===== src/rtl/pulse_threshold_detector_pkg.sv =====
// Shared types for the pulse threshold detector: FSM state encoding and
// the report record at the default widths.
package pulse_detector_pkg;

  localparam int PD_DATA_W = 16;
  localparam int PD_DUR_W  = 16;
  localparam int PD_TS_W   = 48;

  typedef enum logic [1:0] {
    ST_IDLE     = 2'd0,
    ST_TRACKING = 2'd1,
    ST_WAIT_LOW = 2'd2
  } pd_state_e;

  typedef struct packed {
    logic [PD_TS_W-1:0]   start_time;
    logic [PD_DUR_W-1:0]  duration;
    logic [PD_DATA_W-1:0] peak;
    logic                 truncated;
  } pulse_report_t;

endpackage


===== src/rtl/pulse_threshold_detector_if.sv =====
// Sample stream, threshold configuration and pulse report bundle.
// master drives samples/config and consumes reports; slave is the detector.
interface pulse_threshold_detector_if #(
  parameter int DATA_WIDTH      = 16,
  parameter int DURATION_WIDTH  = 16,
  parameter int TIMESTAMP_WIDTH = 48
);
  logic                       input_valid;
  logic [DATA_WIDTH-1:0]      input_data;
  logic [DATA_WIDTH-1:0]      threshold_high;
  logic [DATA_WIDTH-1:0]      threshold_low;
  logic [DURATION_WIDTH-1:0]  min_duration;
  logic                       pulse_valid;
  logic [TIMESTAMP_WIDTH-1:0] pulse_start_time;
  logic [DURATION_WIDTH-1:0]  pulse_duration;
  logic [DATA_WIDTH-1:0]      pulse_peak;
  logic                       pulse_truncated;

  modport master (
    output input_valid, input_data, threshold_high, threshold_low, min_duration,
    input  pulse_valid, pulse_start_time, pulse_duration, pulse_peak, pulse_truncated
  );

  modport slave (
    input  input_valid, input_data, threshold_high, threshold_low, min_duration,
    output pulse_valid, pulse_start_time, pulse_duration, pulse_peak, pulse_truncated
  );
endinterface


===== src/rtl/pulse_threshold_detector.sv =====
// Two-level hysteresis pulse detector. Starts a pulse at >= high, keeps it
// while >= the low level latched at pulse start, and emits one registered
// report per qualified pulse. Cycles without a valid sample are inert.
module pulse_threshold_detector
  import pulse_detector_pkg::*;
#(
  parameter int DATA_WIDTH      = PD_DATA_W,
  parameter int DURATION_WIDTH  = PD_DUR_W,
  parameter int TIMESTAMP_WIDTH = PD_TS_W
) (
  input  logic clk_i,
  input  logic rst_i,
  pulse_threshold_detector_if.slave pd_if
);

  localparam logic [DURATION_WIDTH-1:0] DUR_MAX = '1;

  pd_state_e                  state_q;
  logic [TIMESTAMP_WIDTH-1:0] idx_q, idx_d;
  logic [TIMESTAMP_WIDTH-1:0] start_q;
  logic [DURATION_WIDTH-1:0]  dur_q, dur_inc;
  logic [DATA_WIDTH-1:0]      peak_q, peak_max;
  logic [DATA_WIDTH-1:0]      low_q;
  logic [DURATION_WIDTH-1:0]  min_q;

  logic                       rpt_valid_q;
  logic [TIMESTAMP_WIDTH-1:0] rpt_start_q;
  logic [DURATION_WIDTH-1:0]  rpt_dur_q;
  logic [DATA_WIDTH-1:0]      rpt_peak_q;
  logic                       rpt_trunc_q;

  assign idx_d    = idx_q + TIMESTAMP_WIDTH'(1);
  assign dur_inc  = dur_q + DURATION_WIDTH'(1);
  assign peak_max = (pd_if.input_data > peak_q) ? pd_if.input_data : peak_q;

  // Sample index: counts valid samples, wraps naturally at full width.
  always_ff @(posedge clk_i) begin
    if (rst_i)                  idx_q <= '0;
    else if (pd_if.input_valid) idx_q <= idx_d;
  end

  // Pulse FSM with registered report; the strobe lasts one cycle, fields hold.
  always_ff @(posedge clk_i) begin
    if (rst_i) begin
      state_q     <= ST_IDLE;
      start_q     <= '0;
      dur_q       <= '0;
      peak_q      <= '0;
      low_q       <= '0;
      min_q       <= '0;
      rpt_valid_q <= 1'b0;
      rpt_start_q <= '0;
      rpt_dur_q   <= '0;
      rpt_peak_q  <= '0;
      rpt_trunc_q <= 1'b0;
    end else begin
      rpt_valid_q <= 1'b0;
      if (pd_if.input_valid) begin
        case (state_q)
          ST_IDLE: begin
            if (pd_if.input_data >= pd_if.threshold_high) begin
              state_q <= ST_TRACKING;
              start_q <= idx_q;
              dur_q   <= DURATION_WIDTH'(1);
              peak_q  <= pd_if.input_data;
              // Low level and minimum length are frozen for the whole pulse.
              low_q   <= pd_if.threshold_low;
              min_q   <= pd_if.min_duration;
            end
          end
          ST_TRACKING: begin
            if (pd_if.input_data >= low_q) begin
              dur_q  <= dur_inc;
              peak_q <= peak_max;
              if (dur_inc == DUR_MAX) begin
                rpt_valid_q <= 1'b1;
                rpt_start_q <= start_q;
                rpt_dur_q   <= dur_inc;
                rpt_peak_q  <= peak_max;
                rpt_trunc_q <= 1'b1;
                state_q     <= ST_WAIT_LOW;
              end
            end else begin
              // Ending sample is neither counted nor re-tested against high.
              if (dur_q >= min_q) begin
                rpt_valid_q <= 1'b1;
                rpt_start_q <= start_q;
                rpt_dur_q   <= dur_q;
                rpt_peak_q  <= peak_q;
                rpt_trunc_q <= 1'b0;
              end
              state_q <= ST_IDLE;
            end
          end
          ST_WAIT_LOW: begin
            if (pd_if.input_data < pd_if.threshold_low) state_q <= ST_IDLE;
          end
          default: state_q <= ST_IDLE;
        endcase
      end
    end
  end

  assign pd_if.pulse_valid      = rpt_valid_q;
  assign pd_if.pulse_start_time = rpt_start_q;
  assign pd_if.pulse_duration   = rpt_dur_q;
  assign pd_if.pulse_peak       = rpt_peak_q;
  assign pd_if.pulse_truncated  = rpt_trunc_q;

endmodule


===== src/flat_wrapper.sv =====
// flat-port wrapper written by rule: the top's interface ports become plain ports
module pulse_threshold_detector_flat import pulse_detector_pkg::*;
#(
  parameter int DATA_WIDTH      = PD_DATA_W,
  parameter int DURATION_WIDTH  = PD_DUR_W,
  parameter int TIMESTAMP_WIDTH = PD_TS_W
)
  (clk_i, rst_i, pd_if_input_valid, pd_if_input_data, pd_if_threshold_high, pd_if_threshold_low, pd_if_min_duration, pd_if_pulse_valid, pd_if_pulse_start_time, pd_if_pulse_duration, pd_if_pulse_peak, pd_if_pulse_truncated);
  pulse_threshold_detector_if #(.DATA_WIDTH(DATA_WIDTH), .DURATION_WIDTH(DURATION_WIDTH), .TIMESTAMP_WIDTH(TIMESTAMP_WIDTH)) pd_if_i ();
  input  logic clk_i;
  input  logic rst_i;
  input wire logic [$bits(pd_if_i.input_valid)-1:0] pd_if_input_valid;
  input wire logic [$bits(pd_if_i.input_data)-1:0] pd_if_input_data;
  input wire logic [$bits(pd_if_i.threshold_high)-1:0] pd_if_threshold_high;
  input wire logic [$bits(pd_if_i.threshold_low)-1:0] pd_if_threshold_low;
  input wire logic [$bits(pd_if_i.min_duration)-1:0] pd_if_min_duration;
  output wire logic [$bits(pd_if_i.pulse_valid)-1:0] pd_if_pulse_valid;
  output wire logic [$bits(pd_if_i.pulse_start_time)-1:0] pd_if_pulse_start_time;
  output wire logic [$bits(pd_if_i.pulse_duration)-1:0] pd_if_pulse_duration;
  output wire logic [$bits(pd_if_i.pulse_peak)-1:0] pd_if_pulse_peak;
  output wire logic [$bits(pd_if_i.pulse_truncated)-1:0] pd_if_pulse_truncated;
  assign pd_if_i.input_valid = pd_if_input_valid;
  assign pd_if_i.input_data = pd_if_input_data;
  assign pd_if_i.threshold_high = pd_if_threshold_high;
  assign pd_if_i.threshold_low = pd_if_threshold_low;
  assign pd_if_i.min_duration = pd_if_min_duration;
  assign pd_if_pulse_valid = pd_if_i.pulse_valid;
  assign pd_if_pulse_start_time = pd_if_i.pulse_start_time;
  assign pd_if_pulse_duration = pd_if_i.pulse_duration;
  assign pd_if_pulse_peak = pd_if_i.pulse_peak;
  assign pd_if_pulse_truncated = pd_if_i.pulse_truncated;
  pulse_threshold_detector #(.DATA_WIDTH(DATA_WIDTH), .DURATION_WIDTH(DURATION_WIDTH), .TIMESTAMP_WIDTH(TIMESTAMP_WIDTH)) u_core (.clk_i(clk_i), .rst_i(rst_i), .pd_if(pd_if_i));
endmodule

===== config.mk =====
export PLATFORM = sky130hd
export DESIGN_NAME = pulse_threshold_detector_flat
export DESIGN_NICKNAME = d
export VERILOG_FILES = /design/src/rtl/pulse_threshold_detector_pkg.sv /design/src/rtl/pulse_threshold_detector_if.sv /design/src/rtl/pulse_threshold_detector.sv /design/src/flat_wrapper.sv
export SDC_FILE = /design/constraint.sdc
export NUM_CORES = 1
export LEC_CHECK = 0
export CAP_MARGIN = 20
export CORE_ASPECT_RATIO = 2
export CORE_UTILIZATION = 55
export DETAILED_ROUTE_END_ITERATION = 8
export GPL_ROUTABILITY_DRIVEN = 0
export PLACE_DENSITY = 0.78
export SLEW_MARGIN = 20
export SYNTH_ARGS = -nofsm -noshare
export SYNTH_HDL_FRONTEND = slang
export SYNTH_SLANG_ARGS = --single-unit
export TNS_END_PERCENT = 20

===== constraint.sdc =====
create_clock -name clk_i -period 3.7 [get_ports clk_i]
set_input_delay 0.37 -clock clk_i [delete_from_list [all_inputs] [get_ports clk_i]]
set_output_delay 0.37 -clock clk_i [all_outputs]
set_load 0.01 [all_outputs]

Word-level counts from Yosys, hierarchy flattened

Cells that the tools add are included.

Bits in registers: 244
Input port bits: 67
Output and inout bits: 82
Word-level logic and storage cells: 64

Add/sub/neg operators: 2
$lt $le $gt $ge: 5
Equality and inequality tests: 8
Multiplexer cells: 27
Bitwise logic cells: 2
Reductions and logical operators: 8

Operators with widths:

| cell                  | number |
|---|---|
| $mux 16               | 11 |
| $mux 48               | 3 |
| $pmux 16 s2           | 2 |
| $add 48x1->48 const B | 1 |
| $ge 16x16->1          | 3 |
| $add 16x1->16 const B | 1 |
| $eq 16x16->1 const B  | 1 |
| $gt 16x16->1          | 1 |
| $lt 16x16->1          | 1 |
| $reduce_and 4->1      | 3 |
| $mux 2                | 4 |
| $mux 1                | 6 |
| $ne 2x1->1 const B    | 3 |
| $pmux 2 s3            | 1 |
| $reduce_bool 2->1     | 2 |
| $ne 3x3->1 const B    | 1 |
| $reduce_and 3->1      | 1 |
| $reduce_or 3->1       | 1 |
| $eq 2x1->1 const B    | 1 |
| $eq 2x2->1 const B    | 1 |
| $logic_not 2->1       | 1 |
| $ne 2x2->1 const B    | 1 |
| $not 1->1             | 2 |

Longest topological paths before layout

Gate-level depths: netlist of run 1.

Depth in word-level cells: 5
Depth in mapped cells: 13
Depth with buffers taken out: 9

Least setup slack after synthesis of run 1

Ideal clock, no wire load.

Kind: input-to-reg
Start point: input pd_if_input_data[11]
End point: register u_core.peak_q[10]
Setup time: 126 ps
Arrival time: 2,702 ps
Required time: 3,574 ps
Path slack: 872 ps
Stages on the path: 12
Buffers on the path: 4
Path through: ha_1 a21oi_1 o21ai_0 a2111o_1 a21o_1 buf_2 o221a_2 clkbuf_1 a21boi_0 buf_2 buf_2 mux2i_1

Cells in the longest elaborated chain, start to end: 4
Elaborated cells on any way between the ends: 9
Those cells by class: 3 x order compare; 2 x eq/ne; 3 x mux; 1 x reduce/logical

RTL lines:

| item                 | RTL line                       | text |
|---|---|---|
| from (decl)          | flat_wrapper.sv:13             | `input wire logic [$bits(pd_if_i.input_data)-1:0] pd_if_input_data;` |
| $gt 16x16->1         | pulse_threshold_detector.sv:34 | `assign peak_max = (pd_if.input_data > peak_q) ? pd_if.input_data : peak_q;` |
| $mux 16              | pulse_threshold_detector.sv:34 |  |
| $mux 16              | pulse_threshold_detector.sv:72 | `if (pd_if.input_data >= low_q) begin` |
| $pmux 16 s2          | pulse_threshold_detector.sv:59 | `case (state_q)` |
| to (signal assigned) | pulse_threshold_detector.sv:65 | `peak_q <= pd_if.input_data;` |
| to (signal assigned) | pulse_threshold_detector.sv:74 | `peak_q <= peak_max;` |
| to (decl)            | pulse_threshold_detector.sv:22 | `logic [DATA_WIDTH-1:0] peak_q, peak_max;` |

Several ways; a longest one is shown, not always the timed one. The select of a mux whose other input is x is not followed.
A chain may end at the register's enable or synchronous reset.

Worst setup path after layout of run 1

Start point: register u_core.dur_q[6]
End point: register u_core.rpt_peak_q[14] (netlist: u_core.pd_if.pulse_peak[14])

Cells in the longest elaborated chain, start to end: 4
Elaborated cells on any way between the ends: 6
Those cells by class: 1 x add/sub; 1 x order compare; 2 x eq/ne; 2 x reduce/logical

RTL lines:

| item                           | RTL line                       | text |
|---|---|---|
| from (decl)                    | pulse_threshold_detector.sv:21 | `logic [DURATION_WIDTH-1:0] dur_q, dur_inc;` |
| from (signal assigned)         | pulse_threshold_detector.sv:73 | `dur_q <= dur_inc;` |
| $add 16x1->16                  | pulse_threshold_detector.sv:33 | `assign dur_inc = dur_q + DURATION_WIDTH'(1);` |
| $eq 16x16->1                   | pulse_threshold_detector.sv:75 | `if (dur_inc == DUR_MAX) begin` |
| $ne 2x2->1 (no line)           | n/a                            |  |
| $reduce_and 4->1 (no line) (*) | n/a                            |  |
| to (signal assigned)           | pulse_threshold_detector.sv:79 | `rpt_peak_q <= peak_max;` |
| to (signal assigned)           | pulse_threshold_detector.sv:89 | `rpt_peak_q <= peak_q;` |
| to (decl)                      | pulse_threshold_detector.sv:29 | `logic [DATA_WIDTH-1:0] rpt_peak_q;` |

Every way passes the cells marked *; elsewhere a longest branch is shown, timed or not.

==> flow_summary.toml, run 1 <==
[setup_path]
cp-start-kind = "flip-flop"
cp_data_arrival_time_ns = 3.66
crit_required_ns = 4.11
critPathKind = "flip-flop to flip-flop"
path_cells = "nand3_1 > or4_1 > a222oi_1 > o2111ai_1 > a21oi_4 > buf_4 > a21oi_1 > a211oi_1"
cpMaxStageDelayCell = "or4_1"
worstPathMaxFanout = 30
worstSetupEndpointType = "flip-flop"
slowest_delay_ns = 0.55

[floorplan]
rows = 75
num_io_pins = 149
die_w_um = 106
die_h_um = 210
fp.dieArea_um2 = 22400
core_area_um2 = 21100
start_util_pct = 56.6

[clock_tree]
cts_resized = 0
htreeDepth = 1
clock_path_buffers = 3
cts_root_buffer = "clkbuf_16"
cts_tree = "yes"
cts_hold_buf = 0
clk_latency_ns = 0.53
post_cts_buffers = 0
cts_buffers = 22
path_clk_slew_ns = 0.07
cts_sinks = 244

[power]
pwr_density_cell_nw_per_um2 = 413
switching_share_pct = 26.2
p_int_w = 0.00442
seq_power_share_pct = 45.3
power_switching_w = 0.00157
ir_drop_uv = 420
clock_power_share_pct = 41.0
p_leak_nw = 5.74
p_comb_share_pct = 13.7
power_w = 0.00599

[routing]
vias_per_cell = 5.70
dr.pass1.iters = 5
vias = 10200
drt_iter0_markers = 362
wl_mm = 29.6
avgRoutedWirePerCell_um = 16.6
post-route-drc-count = 0
ant_nets = 0

[placed_design]
placed_cells = 1743
post-dp-hpwl_mm = 20.6
port_buffers = 148

[global_routing]
grt_pass1_wl_mm = 48.1
grt_pass1_vias = 10000
antenna_found_initial = 1
gr-total-overflow = 0
grt_max_degree = 228
grt_usage_pct = 26.6

[sta]
max_freq_ghz = 0.307
finalMaxSlewViolations = 0
fin_crit_ns = 3.25
setup_violations = 0
worst_pin_slew_ns = 1.06
tns_ns = 0
finalClockSkew_ns = 0.0246
finalHoldViolations = 0
finalCritPeriodShare_pct = 87.9
rsz0062_at_grt = "false"
timing.hold.ws_ns = 0.437
slew_headroom_pct = 29.2

[finish]
final_cell_mix = "244 x dfxtp_1, 164 x nor2_1, 147 x clkdlybuf4s50_1"
area_growth_pct = 21.4
finalNetCount = 1647
final_util_pct = 68.7
diodes = 0
nFillCells = 1712
layout_commonest_cell = "dfxtp_1"
layout-drive-gt1-share_pct = 5.94
stdcell_count = 1783

[synth]
synth.area.top_cells = "dfxtp_1 41%, mux2i_1 9.5%, ha_1 8.6%, nor2_1 5.2%, a21oi_1 4.9%"
yosysWarnings = 0
synth_edf_count = 0
synth_nets = 1533
synth_largest_area_cell = "dfxtp_1"
yosysSeqAreaShare_pct = 40.9
synth.distinct_cells = 60
syn_inst = 1384
ys.flop_type = "dfxtp_1"
syn_area_per_cell_um2 = 8.63
synth-seq-cells = 244
synthArstFlopShare_pct = 0
synth.top_cell.area_share_pct = 40.9
netlist_area_um2 = 11900

[min_path]
hp-class = "primary input to flip-flop"

[flow_run]
maxCapViolations = 0

[outcome]
status = "finished, final reports clean"
[Yosys cell counts (11+ instances only)]
library cell and n:
dfxtp_1 244, a21oi_1 116, a211oi_1 38, buf_2 26, xnor2_1 39, nand4_1 22
mux2i_1 113, xor2_1 17, nor3_1 15, nand2_1 81, a311oi_1 16, or3_1 11
clkbuf_1 60, inv_1 87, o21ai_0 69, nor2_1 165, ha_1 82, nand3_1 75
a21o_1 13
[logic make-up after synthesis]
group	after synthesis	synth area share [%]
mux	113	9.47
fa+ha+maj	82	8.59
flops	244	40.9
xor+xnor	56	4.11
simple gates	417	16.2
buf+inv	178	5.97
compound gates	294	14.8
[final cells by class]
type / count / area (um2) / share of cell area, %
repair buffers: 180 / 1790 / 12.3
flip-flops and latches: 244 / 4880 / 33.7
well taps: 269 / 337 / 2.32
inverters: 88 / 330 / 2.28
clock inverters: 14 / 176 / 1.22
multi-input cells: 962 / 6380 / 44.0
clock buffers: 26 / 606 / 4.18
[path summary, 6_finish.rpt]
path | startpoint | endpoint | slack, ns | cells past startpoint
hold reg to reg | u_core.start_q[46] | u_core.pd_if.pulse_start_time[46] | 0.47 | 2
hold / removal | rst_i | u_core.low_q[1] | 0.44 | 3
setup reg to reg | u_core.dur_q[6] | u_core.pd_if.pulse_peak[14] | 0.45 | 8
setup / recovery | u_core.dur_q[6] | u_core.pd_if.pulse_peak[14] | 0.45 | 8
[state kept, by name (all words and copies together), names as in the netlist]
register / cells
u_core.idx_q: 48
u_core.low_q: 16
u_core.peak_q: 16
u_core.dur_q: 16
u_core.pd_if.pulse_start_time: 48
u_core.pd_if.pulse_duration: 16
u_core.min_q: 16
u_core.pd_if.pulse_valid: 1
u_core.start_q: 48
u_core.state_q: 2
u_core.pd_if.pulse_truncated: 1
u_core.pd_if.pulse_peak: 16
[critical path: cells and delay by family (launching register included)]
family                 cells  cell delay (ns)
and+or+nand+nor            2             0.82
DFF                        1             0.54
AOI/OAI and AO/OA          5             1.41
buffers and inverters      1             0.35
[stage by stage]
| stage | worst slack, ns | area [um2] |
|---|---|---|
| final | 0.448 | 14500 |
| after global routing | 0.291 | 14500 |
| after CTS | 0.452 | 14500 |
| after detailed placement | 0.0534 | 13700 |
| after global placement | 0.0387 | 13700 |
| after floorplan | 0.872 | 11900 |
[metal layers]
metal  part of all wire [%]  vias up  global-route usage, %
li1                       -     5040                      -
met1                     37     4823                   27.0
met2                     55      226                   52.3
met3                    3.9       75                   3.18
met4                    4.1        2                   12.7
met5                  0.041        -                      0
[power groups by stage]
stage	combinational (W)	clock [W]	sequential [W]
6_report	0.000821	0.00246	0.00271
2_1_floorplan	0.000513	0	0.00277
3_5_place_dp	0.000818	0	0.00277
3_3_place_gp	0.000799	0	0.00277
5_1_grt	0.000898	0.00260	0.00272
4_1_cts	0.000823	0.00249	0.00271
Power figures use the tool's default switching activity.
==> run 2: changes to the inputs <==
PLACE_DENSITY = 0.89   (was 0.78)
==> flow_summary.toml, run 2 (same netlist as run 1, synthesis figures left out) <==
[power]
p_int_w = 0.00439
seq_power_share_pct = 45.7
p_comb_share_pct = 14.2
clock_power_share_pct = 40.1
power_switching_w = 0.00154
power_w = 0.00593
switching_share_pct = 25.9
ir_drop_uv = 356
p_leak_nw = 5.76
pwr_density_cell_nw_per_um2 = 409

[floorplan]
die_w_um = 106
core_area_um2 = 21100
fp.dieArea_um2 = 22400
die_h_um = 210
num_io_pins = 149
start_util_pct = 56.6
rows = 75

[clock_tree]
cts_buffers = 21
clk_latency_ns = 0.51
post_cts_buffers = 0
cts_root_buffer = "clkbuf_16"
htreeDepth = 1
clock_path_buffers = 3
cts_sinks = 244
cts_tree = "yes"
path_clk_slew_ns = 0.07
cts_hold_buf = 0
cts_resized = 0

[routing]
wl_met2_mm = 16.3
dr.pass1.iters = 7
route.met3.wl_mm = 1.28
vias = 10400
vias_per_cell = 5.84
met1_length_mm = 10.7
post-route-drc-count = 0
ant_nets = 0
wl_mm = 30.0
routed.top_layer = "met4"
drt_iter0_markers = 372
avgRoutedWirePerCell_um = 16.8

[sta]
setup_violations = 0
setup_slack_ns = 0.278
finalCritPeriodShare_pct = 92.5
fin_crit_ns = 3.42
timing.hold.ws_ns = 0.112
rsz0062_at_grt = "false"
finalHoldViolations = 0
worst_pin_slew_ns = 1.01
tns_ns = 0
slew_headroom_pct = 33.0
max_freq_ghz = 0.292
finalClockSkew_ns = 0.0102
finalMaxSlewViolations = 0

[placed_design]
port_buffers = 148
post-dp-hpwl_mm = 21.6
place_ws_ns = 0.150
placed_area_um2 = 13800

[setup_path]
cp-start-kind = "flip-flop"
reg2reg_slack_ns = 0.28
crit_required_ns = 4.11
r2r-start = "u_core.dur_q[0]"
path_cells = "ha_1 > inv_1 > or3_1 > a222oi_1 > o2111ai_1 > a21oi_4 > buf_4 > a21oi_1 > a211oi_1"
r2r_end = "u_core.pd_if.pulse_peak[6]"
cp_data_arrival_time_ns = 3.84
slowest_delay_ns = 0.47
worstPathMaxFanout = 30
critPathKind = "flip-flop to flip-flop"
cpMaxStageDelayCell = "dfxtp_1"
r2r_cells = 9
worstSetupEndpointType = "flip-flop"

[min_path]
min_to = "u_core.pd_if.pulse_peak[14]"
worstHoldStart = "rst_i"
hold_depth = 2
hp-class = "primary input to flip-flop"

[global_routing]
gr-total-overflow = 0
grt_usage_pct = 26.9
grt_max_degree = 120
grt_pass1_vias = 10500
antenna_found_initial = 0
grt_pass1_wl_mm = 48.8

[finish]
layout_commonest_cell = "dfxtp_1"
diodes = 0
final_cell_mix = "244 x dfxtp_1, 164 x nor2_1, 147 x clkdlybuf4s50_1"
fin_area_um2 = 14500
layout-drive-gt1-share_pct = 5.82
finalNetCount = 1648
area_growth_pct = 21.5

[outcome]
status = "finished, final reports clean"

[flow_run]
maxCapViolations = 0
-- run 2: cell count changes in the layout (fill, tap and decap cells not counted), sizes merged --
| cell | change |
|---|---|
| clkbuf | -3 |
| inv | +1 |
| buf | +2 |
| clkinv | +3 |
| clkinvlp | -5 |
| bufinv | +1 |
-- run 2: worst max-delay path by stage --
stage / startpoint / end / cells after the start
CTS: u_core.dur_q[0] / u_core.pd_if.pulse_duration[5] / 9
finish: u_core.dur_q[0] / u_core.pd_if.pulse_peak[6] / 9
global route: u_core.dur_q[0] / u_core.pd_if.pulse_peak[6] / 9
detailed placement: pd_if_input_data[0] / u_core.start_q[22] / 12
floorplan: pd_if_input_data[11] / u_core.peak_q[10] / 12
global placement: pd_if_input_data[0] / u_core.start_q[25] / 12
-- run 2: area by class of cell --
| cell class | instances | area [um2] |
|---|---|---|
| clock buffers | 23 | 543 |
| flip-flops and latches | 244 | 4880 |
| repair buffers | 182 | 1840 |
| multi-input cells | 962 | 6380 |
| fillers | 1637 | 6600 |
| clock inverters | 14 | 193 |
| well taps | 269 | 337 |
| inverters | 88 | 330 |
-- run 2: through the flow --
stage | utilization [%] | cells
after floorplan | - | 1384
after global placement | 65.2 | 1745
after detailed placement | 65.2 | 1745
after CTS | 68.7 | 1782
after global routing | 68.7 | 1782
final | 68.7 | 1782
-- run 2: power groups by stage --
stage                     Clock, W  Combinational, W  Sequential (W)
after global placement           0          0.000807         0.00277
final                      0.00238          0.000845         0.00271
after floorplan                  0          0.000513         0.00277
after detailed placement         0          0.000834         0.00277
after global routing       0.00252          0.000919         0.00272
after CTS                  0.00242          0.000841         0.00271
-- run 2: worst max-delay path, delay by kind of cell, from the launching register on --
kind,cells,cell delay (ns)
and+or+nand+nor,1,0.37
DFF,1,0.47
AOI/OAI and AO/OA,5,1.58
adders and majority gates,1,0.39
buffers and inverters,2,0.52
-- run 2: layer usage --
| metal | track usage (%) | vias up |
|---|---|---|
| met5 | 0 | - |
| met4 | 18.0 | 0 |
| met3 | 3.03 | 107 |
| met2 | 51.6 | 344 |
| met1 | 26.3 | 4893 |
| li1 | - | 5056 |
